--- src/rtl/regfifo_param.sv ---
// regfifo_param: parametrised register-based first-word-fall-through FIFO.
// Entry 0 is always the head, so dout needs no read pointer. Occupancy is a
// binary counter, and full/empty/almost_full are decoded from it.
// Optional macro REGFIFO_ERR_FLAG_EN enables the sticky overflow/underflow
// flags and err_clr. When the macro is undefined, both flags are tied to 0
// and err_clr is ignored.
module regfifo_param #(
    parameter int WIDTH    = 32,
    parameter int DEPTH    = 4,
    parameter int AFULL_TH = 3,
    parameter int CNT_W    = $clog2(DEPTH + 1)
) (
    input  logic             clk,
    input  logic             srst,
    input  logic             wr_en,
    input  logic [WIDTH-1:0] din,
    input  logic             rd_en,
    output logic [WIDTH-1:0] dout,
    output logic             full,
    output logic             empty,
    output logic             almost_full,
    output logic [CNT_W-1:0] count,
    output logic             overflow,
    output logic             underflow,
    input  logic             err_clr
);

    logic [WIDTH-1:0] mem [DEPTH];
    logic [CNT_W-1:0] cnt;
    logic             push_ok;
    logic             pop_ok;

    // A read frees a slot in the same cycle, so a full FIFO still accepts a write alongside a read.
    assign push_ok = wr_en & (~full | rd_en);
    assign pop_ok  = rd_en & ~empty;

    assign full        = (cnt == CNT_W'(DEPTH));
    assign empty       = (cnt == '0);
    assign almost_full = (cnt >= CNT_W'(AFULL_TH));
    assign count       = cnt;
    assign dout        = mem[0];

    // The storage shifts toward the head on a pop. A push lands just past the
    // last valid entry, one slot lower if a pop happens in the same cycle.
    always_ff @(posedge clk) begin
        if (srst) begin
            for (int i = 0; i < DEPTH; i++) begin
                mem[i] <= '0;
            end
        end else if (pop_ok) begin
            for (int i = 0; i < DEPTH - 1; i++) begin
                if (push_ok && (i == int'(cnt) - 1)) begin
                    mem[i] <= din;
                end else begin
                    mem[i] <= mem[i+1];
                end
            end
            if (push_ok && (DEPTH - 1 == int'(cnt) - 1)) begin
                mem[DEPTH-1] <= din;
            end else begin
                mem[DEPTH-1] <= '0;
            end
        end else if (push_ok) begin
            for (int i = 0; i < DEPTH; i++) begin
                if (i == int'(cnt)) begin
                    mem[i] <= din;
                end
            end
        end
    end

    // The counter moves only when exactly one of push and pop is accepted, so it stays within 0..DEPTH.
    always_ff @(posedge clk) begin
        if (srst) begin
            cnt <= '0;
        end else if (push_ok && !pop_ok) begin
            cnt <= cnt + CNT_W'(1);
        end else if (pop_ok && !push_ok) begin
            cnt <= cnt - CNT_W'(1);
        end
    end

`ifdef REGFIFO_ERR_FLAG_EN
    logic ovf_event;
    logic unf_event;

    // An overflow event is a dropped write. An underflow event is a read while empty, even if a write is accepted.
    assign ovf_event = wr_en & full & ~rd_en;
    assign unf_event = rd_en & empty;

    // The flags are sticky. A new event wins over err_clr in the same cycle.
    always_ff @(posedge clk) begin
        if (srst) begin
            overflow  <= 1'b0;
            underflow <= 1'b0;
        end else begin
            overflow  <= ovf_event | (overflow & ~err_clr);
            underflow <= unf_event | (underflow & ~err_clr);
        end
    end
`else
    logic err_clr_unused;

    assign err_clr_unused = err_clr;
    assign overflow       = 1'b0;
    assign underflow      = 1'b0;
`endif

endmodule

--- config.mk ---
export PLATFORM = sky130hd
export DESIGN_NAME = regfifo_param
export DESIGN_NICKNAME = d
export VERILOG_FILES = /design/src/rtl/regfifo_param.sv
export SDC_FILE = /design/constraint.sdc
export NUM_CORES = 1
export LEC_CHECK = 0
export BUFFER_PORTS_ARGS = -buffer_cell sky130_fd_sc_hd__buf_4
export CAP_MARGIN = 10
export CELL_PAD_IN_SITES_DETAIL_PLACEMENT = 1
export CELL_PAD_IN_SITES_GLOBAL_PLACEMENT = 1
export CORE_MARGIN = 8
export CORE_UTILIZATION = 50
export DETAILED_ROUTE_END_ITERATION = 10
export GPL_ROUTABILITY_DRIVEN = 0
export PLACE_DENSITY_LB_ADDON = 0.08
export SLEW_MARGIN = 20
export SYNTH_ARGS = -nofsm -noshare
export SYNTH_HDL_FRONTEND = slang
export SYNTH_SLANG_ARGS = --single-unit
--- constraint.sdc ---
create_clock -name clk -period 6.6 [get_ports clk]
set_input_delay 0.33 -clock clk [delete_from_list [all_inputs] [get_ports clk]]
set_output_delay 0.33 -clock clk [all_outputs]
set_load 0.02 [all_outputs]
==> flow_metrics.env <==
export IMPL_finClkSkew_ns=0.00598
export IMPL_final_common_cell="nand2_1"
export IMPL_clk_latency_ns=0.41
export IMPL_worst_path_buf_inv=1
export IMPL_core_um2=11300
export IMPL_routed_via_count=3985
export IMPL_crit_chain="nor3_2 -> nand2b_1 -> ha_1 -> inv_1 -> fa_1 -> xor2_1 -> or3_1 -> a21oi_1"
export IMPL_critPathLaunchType="register"
export IMPL_vias_per_cell=5.68
export IMPL_hold_end="count[0]"
export IMPL_placed_cell_area_um2=6430
export IMPL_holdBufCountCts=0
export IMPL_die_w_um=123
export IMPL_grt_pass1_wl_um=23100
export IMPL_fin_area_um2=7020
export IMPL_ys_seq_area_frac=0.684
export IMPL_clock_sinks=131
export IMPL_fp_row_count=39
export IMPL_grt_overflow=0
export IMPL_leakage_nw=2.83
export IMPL_ant_nets=0
export IMPL_cts_buffers=17
export IMPL_area_growth_pct=23.1
export IMPL_hpwl_um=8790
export IMPL_grt_usage=0.203
export IMPL_ys_ff_latch=131
export IMPL_cp_required_ns=6.95
export IMPL_endpoint_kind="register"
export IMPL_yosysWarningCount=0
export IMPL_cp_slowest_cell="nor3_2"
export IMPL_worst_setup_path_type="reg2reg"
export IMPL_min_path_type="in2reg"
export IMPL_grt_pass1_vias=4394
export IMPL_diodes=0
export IMPL_clk_pin_slew_ns=0.05
export IMPL_whs_path_depth=2
export IMPL_grt_max_degree=33
export IMPL_drv_cap=0
export IMPL_cts_tree="built"
export IMPL_portBuffers=73
export IMPL_dieArea_um2=15100
export IMPL_final_max_slew_violation_count=0
export IMPL_rsz0062_at_grt="false"
export IMPL_drt_total_wl_um=14800
export IMPL_layout_min_cycle_time_ns=2.70
export IMPL_cts_resized=0
export IMPL_drc=0
export IMPL_setup_violations=0
export IMPL_r2r_end="count[2]"
export IMPL_setup_tns_ns=0
export IMPL_chipHeight_um=123
export IMPL_syn_area_um2=5700
export IMPL_antenna_found_initial=0
export IMPL_arrival_ns=3.04
export IMPL_h_tree_depth=4
export IMPL_drt_iter0_markers=239
export IMPL_power_density_nw_per_um2=437
export IMPL_regToRegStartpoint="count[2]"
export IMPL_ir_worst_vdd_uv=232
export IMPL_relSlewSlack=0.510
export IMPL_post_cts_buffers=0
export IMPL_worst_r2r_path_depth=8
export IMPL_dp_slack_ns=3.92
export IMPL_fmax_mhz=371
export IMPL_clock_root_buffer="clkbuf_16"
export IMPL_ys_types=33
export IMPL_wl_per_cell_um=21.1
export IMPL_stdcell_count=701
export IMPL_path_max_fanout=17
export IMPL_dp_cells=669
export IMPL_outcome="finished, final reports clean"
export IMPL_hold_viol=0
export IMPL_r2r_slack_ns=3.90
export IMPL_setup_slack_ns=3.90
export IMPL_p_total_w=0.00307
export IMPL_min_from="srst"
export IMPL_critical_path_top_delay_family="simple AND/OR/NAND/NOR gates"
export IMPL_critPathMaxStageDelay_ns=0.61
export IMPL_layout_drive_gt1_share=0.211
export IMPL_layout_common_cells="131 x nand2_1, 128 x edfxtp_1, 83 x buf_4"
export IMPL_nets=585
export IMPL_syn_inst=476
export IMPL_firstDrtPassIters=4
export IMPL_clockBufferDepth=2
export IMPL_io_pins=77
export IMPL_initial_core_util=0.506
export IMPL_syn_area_per_cell_um2=12.0
export IMPL_min_period_over_period=0.409
export IMPL_tightest_slew_ns=0.734
synthesized netlist by cell type:
| cell type | count | share of area |
|---|---|---|
| a221o_1 | 1 | 0.0018 |
| or3_1 | 2 | 0.0022 |
| mux2i_1 | 1 | 0.0018 |
| and2b_1 | 1 | 0.0013 |
| and3_1 | 1 | 0.0011 |
| nand2_1 | 131 | 0.086 |
| dfxtp_1 | 3 | 0.011 |
| ha_1 | 1 | 0.0022 |
| and2_1 | 33 | 0.036 |
| conb_1 | 1 | 0.00066 |
| o31ai_1 | 1 | 0.0013 |
| inv_1 | 5 | 0.0033 |
| xor2_1 | 3 | 0.0046 |
| nor2_1 | 8 | 0.0053 |
| a2111oi_4 | 1 | 0.0048 |
| nor3_2 | 1 | 0.0018 |
| a22o_1 | 32 | 0.049 |
| a21oi_1 | 71 | 0.062 |
| buf_4 | 2 | 0.0026 |
| o31a_1 | 2 | 0.0031 |
| nor4bb_1 | 1 | 0.0018 |
| buf_2 | 14 | 0.012 |
| nand2b_1 | 1 | 0.0011 |
| edfxtp_1 | 128 | 0.67 |
| nor2b_1 | 2 | 0.0022 |
| o211ai_1 | 1 | 0.0013 |
| clkbuf_1 | 19 | 0.013 |
| nor3b_1 | 1 | 0.0013 |
| a31oi_1 | 1 | 0.0011 |
| fa_1 | 1 | 0.0035 |
| o31ai_2 | 1 | 0.0022 |
| o21ai_0 | 4 | 0.0035 |
| o21a_1 | 1 | 0.0013 |
worst register-to-register path, delay by kind of cell (launching register included):
| kind | cells | cell delay, ns |
|---|---|---|
| buffers and inverters | 1 | 0.06 |
| DFF | 1 | 0.53 |
| adders and majority gates | 2 | 0.59 |
| xor gates and xnor gates | 1 | 0.16 |
| and+or+nand+nor | 3 | 1.15 |
| AOI/OAI and AO/OA | 1 | 0.14 |
where the power goes:
| group | switching, W | total (W) | internal [W] | leakage (nW) |
|---|---|---|---|---|
| Sequential | 0.000109 | 0.00134 | 0.00124 | 1.41 |
| Clock | 0.000344 | 0.000930 | 0.000585 | 0.275 |
| Combinational | 0.000523 | 0.000792 | 0.000269 | 1.15 |
| Total | 0.000976 | 0.00307 | 0.00209 | 2.83 |
layout make-up:
| cell class | count | area, um^2 |
|---|---|---|
| Fill cell | 1136 | 4250 |
| Clock buffer | 19 | 433 |
| Inverter | 5 | 18.8 |
| Sequential cell | 131 | 3900 |
| Multi-Input combinational cell | 306 | 1680 |
| Tap cell | 143 | 179 |
| Clock inverter | 12 | 140 |
| Timing Repair Buffer | 85 | 666 |
metal layers:
layer,up-vias,GRT usage,share of wire
li1,1837,-,-
met1,2028,0.219,0.39
met2,97,0.377,0.55
met3,23,0.0423,0.041
met4,0,0.0830,0.017
met5,-,0,0
registers in the layout (all words and copies together) (netlist names):
signal / flops
count: 3
mem: 128
stage by stage:
| stage | hold WS [ns] | utilization |
|---|---|---|
| after floorplan | 0.399 | - |
| after global placement | 0.522 | 0.568 |
| after detailed placement | 0.531 | 0.570 |
| after CTS | 0.135 | 0.621 |
| after global routing | 0.144 | 0.623 |
| final | 0.139 | 0.623 |
kinds of logic (layout without fill, tap and decap cells):
group,count (synthesis),after routing,synth area share
compound gates,116,116,0.132
xor+xnor,3,3,0.00461
fa+ha+maj,2,2,0.00570
buf+inv,40,121,0.0307
flops,131,131,0.684
mux,1,1,0.00175
other cells,1,2,0.000657
simple gates,182,182,0.140
how the worst max path moves through the flow:
stage | from | cells past startpoint | endpoint | slack, ns
6_report | count[2] | 8 | count[2] | 3.90
5_1_grt | count[2] | 8 | count[2] | 3.74
4_1_cts | count[2] | 8 | count[2] | 3.92
3_5_place_dp | count[2] | 8 | count[2] | 3.92
3_3_place_gp | count[2] | 5 | mem[0][0] | 3.97
2_1_floorplan | count[2] | 4 | mem[2][0] | 2.98
Power figures use the tool's default switching activity.
